**config.mk**
```make
export PLATFORM = sky130hd
export DESIGN_NAME = primogen_seek_flat
export DESIGN_NICKNAME = d
export VERILOG_FILES = /design/src/rtl/primogen_seek_if.sv /design/src/rtl/primogen_seek.sv /design/src/flat_wrapper.sv
export SDC_FILE = /design/constraint.sdc
export NUM_CORES = 1
export LEC_CHECK = 0
export BUFFER_PORTS_ARGS = -buffer_cell sky130_fd_sc_hd__buf_2
export CORE_ASPECT_RATIO = 0.5
export CORE_MARGIN = 4
export CORE_UTILIZATION = 63
export DETAILED_ROUTE_END_ITERATION = 10
export GPL_ROUTABILITY_DRIVEN = 0
export HOLD_SLACK_MARGIN = 0.03
export PLACE_DENSITY = 0.85
export SETUP_SLACK_MARGIN = 0.1
export SYNTH_ARGS = -nofsm -noshare
export SYNTH_HDL_FRONTEND = slang
export SYNTH_SLANG_ARGS = --single-unit
```
**constraint.sdc**
```tcl
create_clock -name clk -period 5.1 [get_ports clk]
set_input_delay 0.51 -clock clk [delete_from_list [all_inputs] [get_ports clk]]
set_output_delay 0.51 -clock clk [all_outputs]
set_load 0.05 [all_outputs]
```
**src/rtl/primogen_seek_if.sv**
```systemverilog
// Handshake bundle for the seekable prime generator: requester drives go/load/from,
// generator returns ready/error/res.
interface primogen_seek_if #(
   parameter int WIDTH_LOG = 4
);
   localparam int WIDTH = 1 << WIDTH_LOG;

   logic             go;
   logic             load;
   logic [WIDTH-1:0] from;
   logic             ready;
   logic             error;
   logic [WIDTH-1:0] res;

   modport master (output go, load, from, input ready, error, res);
   modport slave  (input go, load, from, output ready, error, res);
endinterface

```
**src/rtl/primogen_seek.sv**
```systemverilog
// Seekable prime generator: returns the smallest prime strictly above a base value
// using trial division by odd divisors through a bit-serial restoring mod unit.
//
// state   | meaning
// S_READY | idle, res valid, go accepted
// S_ERROR | idle, last search overflowed, res holds pre-search value
// S_CHECK | one cycle: accept p if div^2 > p, else start a division
// S_DIV   | WIDTH cycles computing p mod div, one quotient bit per cycle
module primogen_seek #(
   parameter int WIDTH_LOG = 4
) (
   input  logic            clk,
   input  logic            rst,
   primogen_seek_if.slave  bus
);
   localparam int WIDTH = 1 << WIDTH_LOG;

   typedef enum logic [1:0] {S_READY, S_ERROR, S_CHECK, S_DIV} state_t;

   state_t               state_q;
   logic [WIDTH-1:0]     p_q;
   logic [WIDTH-1:0]     div_q;
   logic [WIDTH+1:0]     dsq_q;
   logic [WIDTH-1:0]     rem_q;
   logic [WIDTH-1:0]     sh_q;
   logic [WIDTH_LOG-1:0] cnt_q;
   logic [WIDTH-1:0]     res_q;
   logic                 ready_q;
   logic                 error_q;

   logic [WIDTH-1:0]     base_d;
   logic [WIDTH:0]       cand_d;
   logic [WIDTH:0]       rem_sh_d;
   logic [WIDTH-1:0]     rem_d;
   logic [WIDTH:0]       p_inc_d;
   logic [WIDTH+1:0]     dsq_inc_d;

   always_comb begin
      base_d = bus.load ? bus.from : res_q;
      if (base_d < WIDTH'(2))
         cand_d = (WIDTH+1)'(2);
      else if (base_d == WIDTH'(2))
         cand_d = (WIDTH+1)'(3);
      else if (base_d[0])
         cand_d = {1'b0, base_d} + (WIDTH+1)'(2);
      else
         cand_d = {1'b0, base_d} + (WIDTH+1)'(1);

      // rem < div always holds, so one conditional subtract restores the remainder
      rem_sh_d = {rem_q, sh_q[WIDTH-1]};
      if (rem_sh_d >= {1'b0, div_q})
         rem_d = WIDTH'(rem_sh_d - {1'b0, div_q});
      else
         rem_d = rem_sh_d[WIDTH-1:0];

      p_inc_d   = {1'b0, p_q} + (WIDTH+1)'(2);
      dsq_inc_d = dsq_q + {div_q, 2'b00} + (WIDTH+2)'(4);
   end

   always_ff @(posedge clk or posedge rst) begin
      if (rst) begin
         state_q <= S_READY;
         p_q     <= '0;
         div_q   <= '0;
         dsq_q   <= '0;
         rem_q   <= '0;
         sh_q    <= '0;
         cnt_q   <= '0;
         res_q   <= WIDTH'(1);
         ready_q <= 1'b1;
         error_q <= 1'b0;
      end else begin
         case (state_q)
            S_READY, S_ERROR: begin
               if (bus.go) begin
                  if (cand_d[WIDTH]) begin
                     state_q <= S_ERROR;
                     error_q <= 1'b1;
                  end else begin
                     p_q     <= cand_d[WIDTH-1:0];
                     div_q   <= WIDTH'(3);
                     dsq_q   <= (WIDTH+2)'(9);
                     state_q <= S_CHECK;
                     ready_q <= 1'b0;
                     error_q <= 1'b0;
                  end
               end
            end
            S_CHECK: begin
               if (p_q == WIDTH'(2) || dsq_q > {2'b00, p_q}) begin
                  res_q   <= p_q;
                  state_q <= S_READY;
                  ready_q <= 1'b1;
               end else begin
                  rem_q   <= '0;
                  sh_q    <= p_q;
                  cnt_q   <= WIDTH_LOG'(WIDTH - 1);
                  state_q <= S_DIV;
               end
            end
            S_DIV: begin
               rem_q <= rem_d;
               sh_q  <= {sh_q[WIDTH-2:0], 1'b0};
               cnt_q <= cnt_q - 1'b1;
               if (cnt_q == '0) begin
                  if (rem_d == '0) begin
                     if (p_inc_d[WIDTH]) begin
                        state_q <= S_ERROR;
                        ready_q <= 1'b1;
                        error_q <= 1'b1;
                     end else begin
                        p_q     <= p_inc_d[WIDTH-1:0];
                        div_q   <= WIDTH'(3);
                        dsq_q   <= (WIDTH+2)'(9);
                        state_q <= S_CHECK;
                     end
                  end else begin
                     div_q   <= div_q + WIDTH'(2);
                     dsq_q   <= dsq_inc_d;
                     state_q <= S_CHECK;
                  end
               end
            end
            default: state_q <= S_READY;
         endcase
      end
   end

   assign bus.ready = ready_q;
   assign bus.error = error_q;
   assign bus.res   = res_q;
endmodule

```
**src/flat_wrapper.sv**
```systemverilog
// flat-port wrapper written by rule: the top's interface ports become plain ports
module primogen_seek_flat 
#(
   parameter int WIDTH_LOG = 4
)
  (clk, rst, bus_go, bus_load, bus_from, bus_ready, bus_error, bus_res);
  primogen_seek_if #(.WIDTH_LOG(WIDTH_LOG)) bus_i ();
  input  logic clk;
  input  logic rst;
  input wire logic [$bits(bus_i.go)-1:0] bus_go;
  input wire logic [$bits(bus_i.load)-1:0] bus_load;
  input wire logic [$bits(bus_i.from)-1:0] bus_from;
  output wire logic [$bits(bus_i.ready)-1:0] bus_ready;
  output wire logic [$bits(bus_i.error)-1:0] bus_error;
  output wire logic [$bits(bus_i.res)-1:0] bus_res;
  assign bus_i.go = bus_go;
  assign bus_i.load = bus_load;
  assign bus_i.from = bus_from;
  assign bus_ready = bus_i.ready;
  assign bus_error = bus_i.error;
  assign bus_res = bus_i.res;
  primogen_seek #(.WIDTH_LOG(WIDTH_LOG)) u_core (.clk(clk), .rst(rst), .bus(bus_i));
endmodule
```
-- Word-level counts from Yosys, hierarchy flattened
Index checks and enable logic that the tools add are counted.
- register bits: 106
- bits of input ports: 20
- output and inout bits: 18
- logic and storage cells: 95
- add/sub/neg operators: 8
- order comparisons: 3
- equal/unequal tests: 14
- mux-type cells: 46
- reductions and logical operators: 14
- operators by type and width (cell ; count):
    $mux 16 ; 14
    $pmux 16 s2 ; 4
    $mux 18 ; 5
    $mux 17 ; 3
    $pmux 18 s2 ; 1
    $add 16x2->17 const B ; 2
    $eq 16x2->1 const B ; 2
    $add 18x18->18 ; 1
    $add 18x3->18 const B ; 1
    $gt 18x16->1 ; 1
    $add 16x1->17 const B ; 1
    $ge 17x16->1 ; 1
    $add 16x2->16 const B ; 1
    $logic_not 16->1 ; 1
    $lt 16x2->1 const B ; 1
    $sub 16x16->16 ; 1
    $mux 2 ; 6
    $reduce_and 6->1 ; 2
    $reduce_and 5->1 ; 2
    $mux 1 ; 8
    $ne 2x1->1 const B ; 4
    $ne 2x2->1 const B ; 4
    $pmux 4 s2 ; 1
    $pmux 2 s3 ; 1
    other kinds (13) ; 17

-- Logic depth before layout (Yosys ltp)
Gate-level depths: netlist (run 1).
- depth after elaboration: 8
- mapped depth: 17
- mapped depth without buffers: 16

-- Least setup slack after synthesis (run 1)
No wires, ideal clock.
- path type: in2reg
- start point: input port bus_load
- end point: register u_core.dsq_q[5]
- setup time: 66 ps
- arrival time: 4269 ps
- path slack: 765 ps
- stages: 16
- path buffers: 6
- cells stage by stage: buf_2 -> buf_2 -> buf_1 -> buf_1 -> mux2i_1 -> inv_1 -> ha_1 -> mux2i_1 -> o22ai_1 -> nand3_1 -> or4_1 -> o21ai_0 -> clkbuf_1 -> a31o_2 -> clkbuf_1 -> a22o_1
- cells in the longest elaborated chain, start to end: 7
- elaborated cells between the ends (all ways): 10
- those cells by class: add/sub (2); order compare (1); eq/ne (2); mux (4); reduce/logical (1)
- RTL lines (what ; RTL line ; source):
    start, declared ; flat_wrapper.sv:11 ; input wire logic [$bits(bus_i.load)-1:0] bus_load;
    $mux 16 (*) ; primogen_seek.sv:39 ; base_d = bus.load ? bus.from : res_q;
    $add 16x1->17 / $add 16x2->17 (equally long branches) ; primogen_seek.sv:47, primogen_seek.sv:45 ;
    $mux 17 ; primogen_seek.sv:44 ; else if (base_d[0])
    $mux 17 ; primogen_seek.sv:42 ; else if (base_d == WIDTH'(2))
    $mux 17 (*) ; primogen_seek.sv:40 ; if (base_d < WIDTH'(2))
    $ne 2x2->1 (no source line) (*) ; - ;
    $reduce_and 5->1 (no source line) (*) ; - ;
    end signal, assigned ; primogen_seek.sv:82 ; dsq_q <= (WIDTH+2)'(9);
    end signal, assigned ; primogen_seek.sv:114 ; dsq_q <= (WIDTH+2)'(9);
    end signal, assigned ; primogen_seek.sv:119 ; dsq_q <= dsq_inc_d;
    end, declared ; primogen_seek.sv:23 ; logic [WIDTH+1:0] dsq_q;
Every way passes the cells marked *; elsewhere a longest branch is shown, timed or not.
A chain may end at the register's enable or synchronous reset.

-- Final worst setup path (run 1)
- start point: register u_core.div_q[10]
- end point: register u_core.div_q[0]
- cells in the longest elaborated chain, start to end: 6
- elaborated cells between the ends (all ways): 9
- those cells by class: add/sub (1); order compare (1); eq/ne (1); mux (4); reduce/logical (2)
- RTL lines (what ; RTL line ; source):
    start, declared ; primogen_seek.sv:22 ; logic [WIDTH-1:0] div_q;
    start signal, assigned ; primogen_seek.sv:118 ; div_q <= div_q + WIDTH'(2);
    $sub 16x16->16 / $ge 17x16->1 (equally long branches) ; primogen_seek.sv:52, primogen_seek.sv:51 ;
    $mux 16 (*) ; primogen_seek.sv:51 ; if (rem_sh_d >= {1'b0, div_q})
    $logic_not 16->1 (*) ; primogen_seek.sv:106 ; if (rem_d == '0) begin
    $mux 16 ; primogen_seek.sv:106 ;
    $mux 16 ; primogen_seek.sv:105 ; if (cnt_q == '0) begin
    $pmux 16 s2 ; primogen_seek.sv:73 ; case (state_q)
Every way passes the cells marked *; elsewhere a longest branch is shown, timed or not. The select of a mux whose other input is x is not followed.

==> results.md, run 1 <==
- Status: finished clean
- Bufs and invs on worst path: 1
- Synth warnings: 0
- M1 GR Usage: between 30% and 40%
- Switching Share: about half
- CTS tree: yes
- Cell Pwr Density: roughly 720 mW/mm^2
- CP Launch Type: flop
- Cts bufs inserted: 9
- Antenna cells: 0
- Power share of the clock group: between 10% and 20%
- Total design power: around 5.9 mW
- Post-CTS Setup Bufs: 0
- CP Class: flop to flop
- Min Tclk post-route: about 4.1 ns
- WL/cell: around 18 um
- Post-DP HPWL: 14300 um
- Synth top area share: 33.6%
- Setup violations, final: 0
- Critical Path, Cell by Cell: inv_1, ha_1, and3_1, nand3_1, nor2_1, a21boi_0, or2_2, nor2_1, a31oi_1, or4_4, and2_1, nand2_1
- Avg Cell Area, Syn: between 8 and 9 um^2
- Fraction of layout cells with a size suffix above 1: 10.5%
- Number of max-cap violations: 0
- Hold crit path type: input port to async pin
- Crit-path slowest cell: and2_1
- Hold Fails Final Rpt: 0
- FP Rows: 28
- Cell variety after synth: 63
- Max Freq: ~0.24 GHz
- Die area: approximately 0.014 mm^2
- Complex-gate fraction of the synthesized area: a little over a fifth
- Busiest layer in global routing: met2
- Clock skew: 0.00850 ns
- Clk slew on worst S/H paths: 0.08 ns
- Number of global-route vias before repair: 6645
- Routed Antenna Nets: 0
- Largest net degree at the start of global routing: slightly below 70
- Met3 usage: roughly 5.7%
- Clk buf depth: 2
- Lkg Pwr: about 3.7 nW
- Post-synthesis cell area: between 0.007 and 0.008 mm^2
- Largest delay share family, worst path: simple AND/OR/NAND/NOR gates
- Clk Latency, worst-skew pair: between 0.3 and 0.4 ns
- Cell taking the most area after synthesis: dfrtp_1
- Critical Path End Type: flop
- Combinational fraction of design power: just over 60%
- I/O pin count: 38
- Finished Core Util: a little over two thirds
- Cts hold-fix bufs: 0
- Sequential share of the synthesized area: between 30 and 40%
- Vias/cell: 6.63
- Synth Area in Simple Gates: 17.8%
- Starting density of the core: roughly two thirds
- Ys flop type: dfrtp_1
- Critical path arrival: 4.32 ns
- Gate count after technology mapping: just under 900
- RSZ-0062 raised after global routing: false
- Clock sink total: 105
- CORE AREA: approximately 0.012 mm^2
- 1st-iter DRT viols: roughly 730
- Peak VDD IR: ~340 uV
- Post-synthesis register bit count: 105
- Seq pwr share: between 20% and 30%
- Largest family of logic cells by synthesized area: compound AO/OA/AOI/OAI gates
- Final Max Slew Viols: 0
- Met2 global-route usage: between 40% and 50%
- First-pass GRT wire length: between 30000 and 40000 um
- TNS Setup: 0 ns
- Via Count: approximately 7.1k
- Post-synthesis adder-cell area fraction: ~11%
- Async S/R FF share, synth: 100%
- Internal power: between 2 and 3 mW
- DRT Pass-1 Iters: 6
- Delay of the slowest critical-path stage: roughly 0.55 ns
- Area grow syn2layout: 7.44%
- Slew of the pin with the lowest slew margin: 1.10 ns
- Post-synth EDFFs: 0
- Gr usage total: 29.0%
- Root Buffer: clkbuf_16
- PostCTS Resize Cnt: 0
- Syn Nets: 969
- Global route overflow: 0
- Post-route clock period utilization: 81.2%
- Initial antenna violation count: 0
- Relative slew slack: 26.6%
- FF-to-FF setup slack: 0.96 ns
- DRC viols: 0
- Final WL: approximately 20000 um
- CP Max Fanout: 16
- Net load switching power: 2.93 mW
- Cell mode on critical path: nor2_1
- Die Wd: 164 um
- WP data required: about 5.3 ns
- Top area cells in the synthesized netlist: dfrtp_1, ha_1, a21oi_1
- I/O Buffers: 37
- XOR/XNOR Fraction of Synth Area: under 10%
- Htree depth: 3
- Nets: between 900 and 1k
- Die Y: about 86 um
- Post-synthesis mux area share: ~5.9%
[layer usage]
| layer | up-vias | wire length, um |
|---|---|---|
| li1 | 3269 | - |
| met1 | 3379 | 8580 |
| met2 | 352 | 8930 |
| met3 | 67 | 1510 |
| met4 | 0 | 562 |
| met5 | - | 0 |
[layout make-up]
type	instances	area (um^2)
clock inverters	6	73.8
clock buffers	10	229
fillers	903	3620
flip-flops and latches	105	2630
well taps	165	206
repair buffers	44	238
inverters	55	209
multi-input cells	681	4670
[power by group through the flow]
stage / logic (mW) / clock network, mW / registers [mW]
floorplan: 2.63 / 0 / 1.67
global route: 3.98 / 0.766 / 1.67
CTS: 3.53 / 0.730 / 1.60
finish: 3.58 / 0.719 / 1.62
global placement: 3.36 / 0 / 1.60
detailed placement: 3.49 / 0 / 1.62
[sequential cells by signal, summed over array words and instances (netlist names)]
name and flops:
u_core.rem_q 16, u_core.state_q 2, u_core.bus.res 16, u_core.div_q 16
u_core.bus.error 1, u_core.dsq_q 17, u_core.p_q 16, u_core.bus.ready 1
u_core.cnt_q 4, u_core.sh_q 16
[path summary, 6_finish.rpt]
path | depth (start not counted) | from | end
setup reg to reg | 12 | u_core.div_q[10]$_DFFE_PP0P_ | u_core.div_q[0]$_DFFE_PP0P_
max in group asynchronous | 3 | rst | u_core.bus.res[0]$_DFFE_PP1P_
setup / recovery | 12 | u_core.div_q[10]$_DFFE_PP0P_ | u_core.div_q[0]$_DFFE_PP0P_
min in group clk | 2 | u_core.sh_q[7]$_DFFE_PP0P_ | u_core.sh_q[8]$_DFFE_PP0P_
hold reg to reg | 2 | u_core.sh_q[7]$_DFFE_PP0P_ | u_core.sh_q[8]$_DFFE_PP0P_
hold / removal | 2 | rst | u_core.bus.res[11]$_DFFE_PP0P_
[layout by cell type (no fill, tap or decap), types with 37 or more instances in the layout]
master	Yosys	routed
ha_1	66	66
nor2_1	67	67
nand3_1	48	48
nand2_1	60	60
inv_1	55	54
buf_2	4	37
a21oi_1	68	68
o21ai_0	58	57
dfrtp_1	103	103
[synthesized netlist by cell type, types with 3 or more instances]
library cell  instances
buf_1                 5
nor3b_1               3
o21a_1                4
nand2_1              60
nand3b_1              7
ha_1                 66
clkbuf_1             28
a2bb2oi_1             3
nand3_1              48
dfrtp_1             103
mux2i_1              26
a22o_1               12
or2_2                 7
nand4_1               6
or3_1                15
buf_2                 4
or4_1                 5
o311ai_0              9
a21oi_1              68
xor2_1               14
o21ai_0              58
nor3_1               26
and2_1                4
nor4_1               14
xnor2_1              26
buf_6                 3
mux2_2               17
nor2b_1               5
a31o_2                4
o21ai_1              10
o32a_1                9
o2bb2ai_1            17
a31oi_1               7
and3_1                6
o22ai_1               6
a211oi_1              6
o211ai_1              4
a21o_1               13
inv_1                55
nor2_1               67
[cell families (layout without fill, tap and decap cells)]
family / Yosys count / in the layout
buffers and inverters: 95 / 115
adders and majority gates: 68 / 68
muxes: 43 / 43
AOI/OAI and AO/OA: 251 / 251
and+or+nand+nor: 279 / 279
DFF: 105 / 105
xor gates and xnor gates: 40 / 40
[stage by stage]
stage	area (um^2)	std cells	hold slack [ns]	setup WS, ns
4_1_cts	8250	1066	0.343	1.06
3_3_place_gp	7950	1050	0.441	1.12
2_1_floorplan	7680	881	0.418	0.765
6_report	8250	1066	0.306	0.957
5_1_grt	8250	1066	0.394	0.691
3_5_place_dp	7950	1050	0.447	1.04
Power figures use the tool's default switching activity.
==> inputs of run 2 (changes only) <==
- clock period: 5.1 -> 4.19 ns (I/O delays scaled with it)
==> run 2 against run 1 <==
Compared with the run above:
- via count increased by 0.86%
- sequential power increased by 23%
- flip-flop and latch count unchanged
- sequential share of layout area fell by 0.41 points
- clock power up 17%
- hold slack worse by 0.060 ns
- worst setup slack got worse by 0.81 ns
- die area did not move
- maximum frequency is 2.5% higher
- non-clock buffer count up 3
- clock skew about the same
==> results.md, run 2 (synthesis gave the netlist of run 1 again) <==
- Status: finished clean
- Min Tclk post-route: just over 4 ns
- Clock skew: between 0.008 and 0.009 ns
- Cts bufs inserted: 9
- Die Wd: 164 um
- Inst Count DP: roughly 1.1k
- TNS Setup: 0 ns
- Most common cell after layout, fill and taps aside: dfrtp_1
- First-pass GRT wire length: approximately 33000 um
- Place WS: 0.186 ns
- Antenna cells: 0
- Cell Area, Placed: between 0.007 and 0.008 mm^2
- 1st-iter DRT viols: approximately 800
- Peak VDD IR: 347 uV
- Number of global-route vias before repair: approximately 6.7k
- Largest delay share family, worst path: compound AO/OA/AOI/OAI gates
- Critical Path End Type: flop
- Delay of the slowest critical-path stage: about 0.57 ns
- Slew of the pin with the lowest slew margin: 0.960 ns
- Clk slew on worst S/H paths: approximately 0.08 ns
- Final Max Slew Viols: 0
- WL/cell: between 15 and 20 um
- Final Non-Filler Cells: 1070
- I/O Buffers: 37
- CORE AREA: around 0.012 mm^2
- Initial antenna violation count: 0
- Max reg flops: 17
- Critical path arrival: 4.26 ns
- Post-DP HPWL: ~14000 um
- Die Y: approximately 86 um
- CP Launch Type: flop
- Relative slew slack: a little over a third
- Htree depth: 3
- I/O pin count: 38
- Clock sink total: 105
- Die area: 0.0141 mm^2
- DRT Pass-1 Iters: 5
- Final WL: about 20000 um
- FP Rows: 28
- Lkg Pwr: roughly 3.7 nW
- Starting density of the core: between 60% and 70%
- Max Freq: approximately 0.25 GHz
- Number of max-cap violations: 0
- WP data required: 4.41 ns
- Cell Pwr Density: 881 mW/mm^2
- Nets: a little under 1k
- Vias/cell: ~6.7
- Gr usage total: around 29%
- Fraction of layout cells with a size suffix above 1: 11.8%
- Largest net degree at the start of global routing: 75
- Area grow syn2layout: 8.86%
- Crit-path slowest cell: or4_4
- Clk Latency, worst-skew pair: roughly 0.35 ns
- Bufs and invs on worst path: 2
- Hold Fails Final Rpt: 0
- Via Count: between 7k and 8k
- Routed Antenna Nets: 0
- Biggest register: u_core.dsq_q
- CP Max Fanout: 6
- Cts hold-fix bufs: 0
- Clk buf depth: 2
- DRC viols: 0
- Root Buffer: clkbuf_16
- CTS tree: yes
- Setup violations, final: 0
- Hold crit path type: input port to async pin
- Post-CTS Setup Bufs: 0
- Cell mode on critical path: inv_1
- Final Instance Area: roughly 0.0084 mm^2
- CP Class: flop to flop
- Global route overflow: 0
- RSZ-0062 raised after global routing: false
- Post-route clock period utilization: 96.5%
- Most frequent cells in the layout: dfrtp_1, a21oi_1, nor2_1
- Final setup margin: between 0.1 and 0.15 ns
- Critical Path, Cell by Cell: inv_1, ha_1, inv_1, fa_1, a211oi_2, o21ai_0, a221oi_2, xnor2_1, nand3_1, nor4_4, a31oi_4, or4_4, o311ai_0, o21ai_1
## run 2: cell type report
type / count / area [um^2]
clock buffer: 11 / 243
tap: 165 / 206
clock inverter: 5 / 47.5
timing repair buffer: 47 / 273
sequential: 105 / 2630
inverter: 55 / 209
fill: 869 / 3510
multi-input combinational: 682 / 4750
## run 2: worst paths after layout
path	from	to	slack, ns	depth (start not counted)
worst max-delay path	u_core.sh_q[15]$_DFFE_PP0P_	u_core.p_q[7]$_DFFE_PP0P_	0.15	14
worst min-delay path	rst	u_core.bus.res[8]$_DFFE_PP0P_	0.25	2
worst max register to register	u_core.sh_q[15]$_DFFE_PP0P_	u_core.p_q[7]$_DFFE_PP0P_	0.15	14
worst min register to register	u_core.dsq_q[0]$_DFFE_PP0P_	u_core.dsq_q[0]$_DFFE_PP0P_	0.46	2
max in group asynchronous	rst	u_core.bus.ready$_DFFE_PP1P_	2.94	3
min in group clk	u_core.dsq_q[0]$_DFFE_PP0P_	u_core.dsq_q[0]$_DFFE_PP0P_	0.46	2
## run 2: timing repair
item,4_1_cts,5_1_grt
cloned,0,1
pin swaps,0,1
gates resized for setup,3,17
endpoints found under the setup margin,16,49
## run 2: per-layer routing
| metal | wire length, um | vias to the layer above | track usage, % |
|---|---|---|---|
| met4 | 547 | 0 | 9.21 |
| met3 | 1760 | 64 | 4.99 |
| met1 | 8780 | 3390 | 41.6 |
| li1 | - | 3289 | - |
| met5 | 0 | - | 0 |
| met2 | 8950 | 385 | 45.2 |
## run 2: power breakdown
part	switching (mW)	leakage [nW]	internal, mW
clock	0.407	0.140	0.432
combinational	2.74	2.26	1.81
sequential	0.553	1.31	1.43
total	3.70	3.71	3.67
## run 2: through the flow
stage / util (%) / hold WS (ns) / power (mW)
after global routing: 70.4 / 0.352 / 7.95
final: 70.4 / 0.246 / 7.37
after CTS: 69.8 / 0.326 / 7.14
after floorplan: - / 0.418 / 5.24
after detailed placement: 67.2 / 0.440 / 6.25
after global placement: 67.2 / 0.439 / 6.09
==> inputs of run 3 (changes only) <==
- CELL_PAD_IN_SITES_DETAIL_PLACEMENT: not set -> 0
- CELL_PAD_IN_SITES_GLOBAL_PLACEMENT: not set -> 1
- CORE_UTILIZATION: 63 -> 48
- PLACE_DENSITY: 0.85 -> 0.84
==> run 3 against run 2 <==
Compared with the run above:
- critical path depth shrank 1
- non-clock buffer count grew 8
- sequential power is essentially flat
- clock power grew 1%
- worst setup slack gained 0.16 ns
- first-iteration DRC count shrank 29%
- register-to-register slack gained 0.16 ns
- combinational power shrank 2%
- global-route usage shrank 7.0 points
- clock skew is essentially flat
- clock-buffer cell count shrank 1
- largest power group unchanged
==> results.md, run 3 (synthesis gave the netlist of run 1 again) <==
- Largest net degree at the start of global routing: between 50 and 60
- WL/cell: around 18 um
- Clk Latency, worst-skew pair: between 0.3 and 0.4 ns
- Critical path arrival: approximately 4.2 ns
- TNS Setup: 0 ns
- Hold Fails Final Rpt: 0
- Max Freq: ~0.26 GHz
- Setup violations, final: 0
- Final WL: between 15000 and 20000 um
- Hold crit path type: input port to async pin
- Inst Count DP: around 1.1k
- Critical Path End Type: flop
- Reg2reg start: u_core.sh_q[15]$_DFFE_PP0P_
- Crit-path slowest cell: or4_4
- Most common cell after layout, fill and taps aside: dfrtp_1
- Gr usage total: 22.1%
- Slew of the pin with the lowest slew margin: around 0.71 ns
- Nets: ~1000
- Post-route clock period utilization: between 90% and 100%
- Post-DP HPWL: 14900 um
- Cell mode on critical path: inv_1
- Status: finished clean
- CORE AREA: roughly 0.016 mm^2
- First-pass GRT wire length: ~33000 um
- Vias/cell: between 5 and 6
- Final Max Slew Viols: 0
- Most frequent cells in the layout: dfrtp_1, a21oi_1, nor2_1
- Clk buf depth: 2
- Die Y: approximately 100 um
- WP data required: about 4.5 ns
- Global route overflow: 0
- Number of max-cap violations: 0
- Via Count: 6646
- Biggest register: u_core.dsq_q
- CP Max Fanout: 16
- Peak VDD IR: ~290 uV
- CP Class: flop to flop
- FP Rows: 32
- Finished Core Util: roughly 54%
- Area grow syn2layout: 9.42%
- DRT Pass-1 Iters: 8
- Starting density of the core: 49.4%
- Htree depth: 3
- Fillers: 1445
- Largest delay share family, worst path: simple AND/OR/NAND/NOR gates
- Die Wd: between 150 and 200 um
- Min Tclk post-route: approximately 3.9 ns
- Worst setup path startpoint: u_core.sh_q[15]$_DFFE_PP0P_
- Root Buffer: clkbuf_16
- Final Instance Area: around 0.0084 mm^2
- WHS: roughly 0.048 ns
- Crit path depth: 13
- Critical Path, Cell by Cell: inv_1, ha_1, inv_1, fa_1, a211oi_2, nor2_1, xor2_1, or4_1, nor4_2, a31oi_2, or4_4, and2_2, o22ai_1
- I/O pin count: 38
- Clk slew on worst S/H paths: roughly 0.080 ns
- Die area: roughly 0.018 mm^2
- Bufs and invs on worst path: 2
- Cts bufs inserted: 9
- 1st-iter DRT viols: about 580
- Cts hold-fix bufs: 0
- DRC viols: 0
- Antenna cells: 0
- Final Non-Filler Cells: between 1k and 1.5k
- I/O Buffers: 37
- Fraction of layout cells with a size suffix above 1: ~12%
- Max reg flops: 17
- Number of global-route vias before repair: between 6k and 7k
- Lkg Pwr: 3.73 nW
- Worst reg-to-reg path cell count: 13
- Initial antenna violation count: 0
- Clock sink total: around 110
- Relative slew slack: approximately 52%
- RSZ-0062 raised after global routing: false
- Clock skew: 0.00859 ns
- Delay of the slowest critical-path stage: ~0.64 ns
- CP Launch Type: flop
- Cell Area, Placed: 0.00807 mm^2
- CTS tree: yes
- Cell Pwr Density: slightly below 900 mW/mm^2
- Routed Antenna Nets: 0
run 3: changes by cell type in the layout (fill, tap and decap cells not counted), sizes merged:
cell and delta:
buf +8, clkbuf -1, inv +1, or4 -1
run 3: stage by stage:
step           setup WS, ns  power [mW]
2_1_floorplan         0.115        5.24
3_3_place_gp          0.237        6.21
3_5_place_dp          0.146        6.31
4_1_cts               0.144        7.18
5_1_grt               0.108        7.92
6_report              0.313        7.26
run 3: path summary, 6_finish.rpt:
path                                               end  slack [ns]
max in group asynchronous  u_core.rem_q[8]$_DFFE_PP0P_        3.26
min in group clk           u_core.dsq_q[0]$_DFFE_PP0P_        0.46
setup reg to reg            u_core.p_q[10]$_DFFE_PP0P_        0.31
setup / recovery            u_core.p_q[10]$_DFFE_PP0P_        0.31
hold reg to reg            u_core.dsq_q[0]$_DFFE_PP0P_        0.46
hold / removal              u_core.sh_q[9]$_DFFE_PP0P_        0.05
run 3: area by class of cell:
cell class / count / area, um^2 / share of cell area, %
clock inverters: 6 / 61.3 / 0.729
repair buffers: 55 / 333 / 3.96
well taps: 204 / 255 / 3.04
clock buffers: 10 / 229 / 2.72
inverters: 55 / 209 / 2.49
multi-input cells: 681 / 4690 / 55.8
flip-flops and latches: 105 / 2630 / 31.3
run 3: per-layer routing:
metal | wire length [um] | global-route usage, % | up-vias
met4 | 220 | 4.43 | 0
li1 | - | - | 3294
met1 | 10100 | 31.9 | 3156
met3 | 911 | 4.16 | 18
met2 | 8700 | 34.8 | 178
met5 | 0 | 0 | -
run 3: power by group:
group          internal, mW  leakage, nW  switching [mW]
combinational          1.82         2.28            2.62
clock                 0.420        0.139           0.428
sequential             1.43         1.31           0.543
run 3: timing repair:
| action | 4_1_cts | 5_1_grt |
|---|---|---|
| setup endpoints to repair | 0 | 18 |
| buffers inserted | 0 | 3 |
| hold endpoints to repair | 0 | 0 |
| resized for setup | 0 | 7 |
